[config.mk]
export PLATFORM = sky130hd
export DESIGN_NAME = gf2m_283_reducer
export DESIGN_NICKNAME = d
export VERILOG_FILES = /design/src/rtl/gf2m_283_reducer.sv
export SDC_FILE = /design/constraint.sdc
export NUM_CORES = 2
export LEC_CHECK = 0
export ABC_AREA = 1
export CAP_MARGIN = 10
export CELL_PAD_IN_SITES_DETAIL_PLACEMENT = 1
export CELL_PAD_IN_SITES_GLOBAL_PLACEMENT = 1
export CORE_ASPECT_RATIO = 0.75
export CORE_UTILIZATION = 38
export DETAILED_ROUTE_END_ITERATION = 6
export PLACE_DENSITY = 0.78
export SYNTH_ARGS = -nofsm -noshare
export SYNTH_HDL_FRONTEND = slang
export SYNTH_SLANG_ARGS = --single-unit
[constraint.sdc]
create_clock -name clk -period 2 [get_ports clk]
set_input_delay 0.4 -clock clk [delete_from_list [all_inputs] [get_ports clk]]
set_output_delay 0.4 -clock clk [all_outputs]
set_load 0.1 [all_outputs]
[src/rtl/gf2m_283_reducer.sv]
// Reduces a 566-bit carry-less product modulo x^283 + x^12 + x^7 + x^5 + 1.
// The fold is split across two registered steps, and results use a valid/ready handshake.
module gf2m_283_reducer #(
    parameter int M = 283
) (
    input  logic             clk,
    input  logic             rst,
    input  logic             in_valid,
    output logic             in_ready,
    input  logic [2*M-1:0]   c_in,
    output logic             out_valid,
    input  logic             out_ready,
    output logic [M-1:0]     r_out
);

    typedef enum logic [1:0] {
        IDLE  = 2'd0,
        FOLD1 = 2'd1,
        FOLD2 = 2'd2,
        HOLD  = 2'd3
    } state_t;

    state_t state;
    state_t state_nxt;

    logic [2*M-1:0] acc;

    // First fold: x^283 == x^12 + x^7 + x^5 + 1. The result spills into at most
    // 12 bits above the field degree, so it is kept at M+12 bits.
    function automatic logic [M+11:0] fold_hi(input logic [2*M-1:0] a);
        logic [M+11:0] h;
        h = {12'b0, a[2*M-1:M]};
        return {12'b0, a[M-1:0]} ^ h ^ (h << 5) ^ (h << 7) ^ (h << 12);
    endfunction

    // Second fold: only 12 bits remain above degree M. Their image lands below bit 24, so nothing overflows.
    function automatic logic [M-1:0] fold_lo(input logic [M+11:0] a);
        logic [M-1:0] h;
        h = {{(M-12){1'b0}}, a[M+11:M]};
        return a[M-1:0] ^ h ^ (h << 5) ^ (h << 7) ^ (h << 12);
    endfunction

    always_ff @(posedge clk) begin
        if (rst) begin
            state <= IDLE;
        end else begin
            state <= state_nxt;
        end
    end

    always_comb begin
        state_nxt = state;
        unique case (state)
            IDLE:  if (in_valid) state_nxt = FOLD1;
            FOLD1: state_nxt = FOLD2;
            FOLD2: state_nxt = HOLD;
            HOLD:  if (out_ready) state_nxt = IDLE;
        endcase
    end

    always_comb begin
        in_ready  = (state == IDLE);
        out_valid = (state == HOLD);
    end

    always_ff @(posedge clk) begin
        if (rst) begin
            acc   <= '0;
            r_out <= '0;
        end else begin
            unique case (state)
                IDLE:  if (in_valid) acc <= c_in;
                FOLD1: acc <= {{(M-12){1'b0}}, fold_hi(acc)};
                FOLD2: begin
                    r_out <= fold_lo(acc[M+11:0]);
                    acc   <= '0;
                end
                HOLD:  ;
            endcase
        end
    end

endmodule
== Yosys cells after proc, flatten, opt, wreduce, memory -nomap -nowiden ==
Index checks and enable logic that the tools add are counted.

* Eq/ne operators: 5
* Muxes and demuxes: 5
* Bitwise operators: 8
* Reductions and logical operators: 4

{| class="wikitable"
|+ Operators by type and width
! kind !! number
|-
| $pmux W566 S3 || 1
|-
| $mux W566 || 1
|-
| $xor A290 B295 Y295 || 1
|-
| $xor A288 B290 Y290 || 1
|-
| $xor A283 B288 Y288 || 1
|-
| $xor A283 B12 Y283 || 1
|-
| $xor A283 B17 Y283 || 1
|-
| $xor A283 B19 Y283 || 1
|-
| $xor A283 B24 Y283 || 1
|-
| $xor A283 B283 Y283 || 1
|-
| $pmux W2 S4 || 1
|-
| $eq A2 B2 Y1 const B || 2
|-
| $mux W2 || 2
|-
| $reduce_and A2 Y1 || 2
|-
| $reduce_bool A3 Y1 || 1
|-
| $eq A2 B1 Y1 const B || 1
|-
| $logic_not A2 Y1 || 1
|-
| $ne A2 B1 Y1 const B || 1
|-
| $ne A2 B2 Y1 const B || 1
|}

* Register bits after elaboration: 851
* Bits of input ports: 570
* Output and inout bits: 285

== Logic depth before layout (Yosys ltp) ==
* Depth in word-level cells: 5
* Mapped depth: 10

== Worst setup path before layout ==
OpenSTA, ideal clock, no wires.

* Kind: reg-to-reg
* Start point: reg state[0]
* End point: reg acc[297]
* Library setup time: 81 ps
* Arrival: 2122 ps
* Path slack: -203 ps
* Cell stages (with the launch flop): 10
* Path through: dfxtp_1 inv_1 ha_1 nand2_2 nand2_2 buf_8 buf_6 buf_2 a21oi_1 a211oi_2

* Word-level cells in the longest chain between the ends: 3
* Elaborated cells between the ends (all ways): 7
* Those cells by class: eq/ne (3); mux (1); reduce/logical (3)

{| class="wikitable"
|+ Ends and longest elaborated chain
! item !! line !! RTL
|-
| from (decl) || 23 || <nowiki>state_t state;</nowiki>
|-
| from (signal assigned) || 47 || <nowiki>state <= state_nxt;</nowiki>
|-
| $logic_not A2 Y1 (*) || n/a ||
|-
| named net in_ready || 9 || <nowiki>output logic in_ready,</nowiki>
|-
| $ne A2 B2 Y1 (no source line) / $reduce_bool A3 Y1 (equally long branches) || n/a ||
|-
| $reduce_and A2 Y1 (no source line) || n/a ||
|-
| to (signal assigned) || 72 || <nowiki>IDLE: if (in_valid) acc <= c_in;</nowiki>
|-
| to (signal assigned) || 73 || <nowiki>FOLD1: acc <= {{(M-12){1'b0}}, fold_hi(acc)};</nowiki>
|-
| to (decl) || 26 || <nowiki>logic [2*M-1:0] acc;</nowiki>
|}

The timed path passes the listed nets; every way through them passes the cells marked *.
A chain may end at the register's enable or synchronous reset.

== Worst setup path after layout ==
* Start point: reg state[1]
* End point: reg acc[349]

* Word-level cells in the longest chain between the ends: 3
* Elaborated cells between the ends (all ways): 7
* Those cells by class: eq/ne (3); mux (1); reduce/logical (3)

{| class="wikitable"
|+ Ends and longest elaborated chain
! item !! line !! RTL
|-
| $eq A2 B2 Y1 (tied with other cells) || 71 || <nowiki>unique case (state)</nowiki>
|-
| $reduce_bool A3 Y1 (no source line) / $ne A2 B2 Y1 (equally long branches) || n/a ||
|-
| $reduce_and A2 Y1 (no source line) || n/a ||
|}

Parallel ways exist; a longest one is shown, timed or not.

==> run summary <==
final clock skew: 0.01817 ns
max incr delay on CP: 0.36 ns
maximum VDD drop: 1.359 mV
hpwl dp: 177300 um
Critical path origin: state[1]
Setup CP Type: reg -> reg
io pins: 855
CTS sink cnt: 851
Syn Inst Count: 8538
CP top delay family: buffers and inverters
PwrDens: 2270 nW/um^2
RSZ-0062 raised after global routing: true
sequential-to-total area share from yosys stat: 32.28%
largest net degree at the start of global routing: 92
crit end category: register
Buffers on Ports: 854
Slew Viols, Final: 0
overall routing resource usage: 32.15%
r2r worst-path depth: 8
Min Hold Slack: 0.3010 ns
Mapped Avg Cell Area: 6.181 sq um
first-pass GRT wire length: 353300 um
Mapped Area: 52770 sq um
Starting Density: 38.27%
routability cong.: 0.9449
std cell rows: 118
routed wire length per instance: 21.18 um
end of the critical path: acc[349]
Final min period: 1.971 ns
Synth Flop Type: dfxtp_1
EDFF count, synth: 0
Skew-Pair Late Insertion Delay: 0.74 ns
final core occ: 47.98%
gr ovfl total: 0
Syn Nets: 9114
vias in the first global route: 59712
FF/Latch Area: 17040 sq um
Worst R2R Start: state[1]
final worst path period share: 98.54%
Netlist cell types: 26
fmax: 507.4 MHz
Buf/Inv on CP: 5
Async S/R FF share, synth: 0%
DRT antenna net count: 0
die width: 432.3 um
Layout area overhead: 25.37%
multi-input logic area: 29140 sq um
Via Count: 59502
worst path arrival time: 2.60 ns
core footprint: 137900 sq um
WP data required: 2.63 ns
Max Cap Violations: 0
die area: 140400 sq um
Die Height: 324.7 um
run status: complete, no violations
Slew headroom: 50.15%
synthesis-stage register bit count: 851
P_leak: 31.00 nW
CP cell instances: inv_4 -> ha_4 -> buf_4 -> inv_8 -> buf_16 -> buf_12 -> a21oi_1 -> a211oi_1
clk buf depth: 3
R2R Path End: acc[349]
CTS tree: done
share of layout cells above drive strength 1: 8.790%
clock root buffer: clkbuf_16
antenna violations before repair: 42
CTS Buf Count: 98
crit path max fanout: 35
Vias/cell: 5.366
H-tree lvl count: 3
slew at the pin with the worst max-slew slack: 0.7477 ns
clock-pin slew on the worst setup and hold paths: 0.06 ns
number of setup violations in the final report: 0
Stages on worst setup path: 8
fin nets: 9691
DRC: 0
Yosys warnings: 0
r2r setup slk: 0.03 ns
Starting DRT DRC Count: 3803
slowest CP cell: dfxtp_2
HP Class: in -> reg
fillcell total: 18233
Final Hold Vio Count: 0
DRT Pass-1 Iters: 5
Startpoint Class: register
Routed Wire Length: 234900 um
==> tightest hold or removal path, cell delays in order <==
cell,delay [ns]
clkdlybuf4s50_1,0.39
a21oi_1,0.14
a211oi_1,0.05
==> timing repair <==
item | in CTS | in global routing
hold buffers | 1 | 0
hold endpoints to repair | 6 | 0
setup buffers | 1 | 0
gates resized for setup | 10 | 7
setup endpoints to repair | 9 | 7
pin swaps | 1 | 0
==> worst min-delay path by stage <==
stage	start	to	depth (start not counted)
after global placement	acc[65]	r_out[65]	2
after global routing	c_in[493]	acc[493]	3
after floorplan	acc[233]	r_out[233]	2
after detailed placement	acc[107]	r_out[107]	2
final	c_in[493]	acc[493]	3
after CTS	c_in[443]	acc[443]	3
==> report_power, final <==
| group | internal, mW | switching [mW] | leakage (nW) | total [mW] |
|---|---|---|---|---|
| registers | 25.0 | 11.3 | 7.03 | 36.2 |
| logic | 30.4 | 64.5 | 22.4 | 94.9 |
| clock network | 10.9 | 8.15 | 1.61 | 19.0 |
==> synth_stat cells (3+ instances only) <==
cell / instances / area (sq um)
nand3_1: 554 / 2773
o211ai_1: 4 / 30.03
nand2_1: 2766 / 10380
buf_6: 40 / 450.4
xor2_1: 19 / 166.4
nor2_1: 562 / 2110
dfxtp_1: 851 / 17040
clkbuf_1: 146 / 548.0
ha_1: 6 / 75.07
xnor2_1: 295 / 2584
o21ai_0: 574 / 2873
inv_2: 5 / 18.77
a211oi_1: 197 / 1479
clkbuf_2: 26 / 130.1
buf_4: 44 / 330.3
inv_1: 849 / 3187
a21oi_1: 1117 / 5590
buf_2: 389 / 1947
a21o_1: 5 / 37.54
a211oi_2: 75 / 938.4
o21ai_1: 3 / 15.01
buf_1: 4 / 15.01
==> cells in the final DEF (no fill, tap or decap), types with 89 or more instances in the layout <==
cell type / instances
o21ai_0: 574
nand3_1: 554
xnor2_1: 295
inv_1: 847
clkbuf_16: 101
a211oi_1: 197
dfxtp_1: 849
buf_12: 89
nor2_1: 562
buf_4: 464
clkdlybuf4s50_1: 568
nand2_1: 2766
a21oi_1: 1113
==> cell families after synthesis <==
family	share of synthesized area (%)
simple gates	28.97
compound gates	20.77
buf+inv	12.62
flops	32.28
xor+xnor	5.211
fa+ha+maj	0.1423
==> final cells by class <==
class	count	area share (%)
Sequential cell	851	25.75
Antenna cell	37	0.1399
Tap cell	1860	3.517
Multi-Input combinational cell	6181	44.05
Clock buffer	143	4.361
Timing Repair Buffer	1128	16.72
Clock inverter	34	0.5465
Inverter	855	4.913
==> registers in the layout, indices dropped and copies added, names as in the netlist <==
name   count
acc      566
r_out    283
state      2
==> stage by stage <==
step                      TNS (ns)  cell area (sq um)  worst slack, ns  power (mW)  std cells
after floorplan                  0              52780           0.1061       101.5       8538
after global placement      -60.61              62740          -0.2846       126.2      10874
after detailed placement    -59.84              62740          -0.2913       129.8      10874
after CTS                        0              66040         0.009876       149.6      11052
after global routing      -0.03485              66160         -0.02025       160.7      11088
final                            0              66160          0.02919       150.2      11089
==> layer usage <==
layer / share of wire, % / GRT usage, %
met2: 45 / 50.63
met4: 6.3 / 19.77
met5: 0.012 / 0
met3: 4.8 / 3.897
met1: 44 / 41.84
No activity file was read; power rests on OpenSTA's default activity.
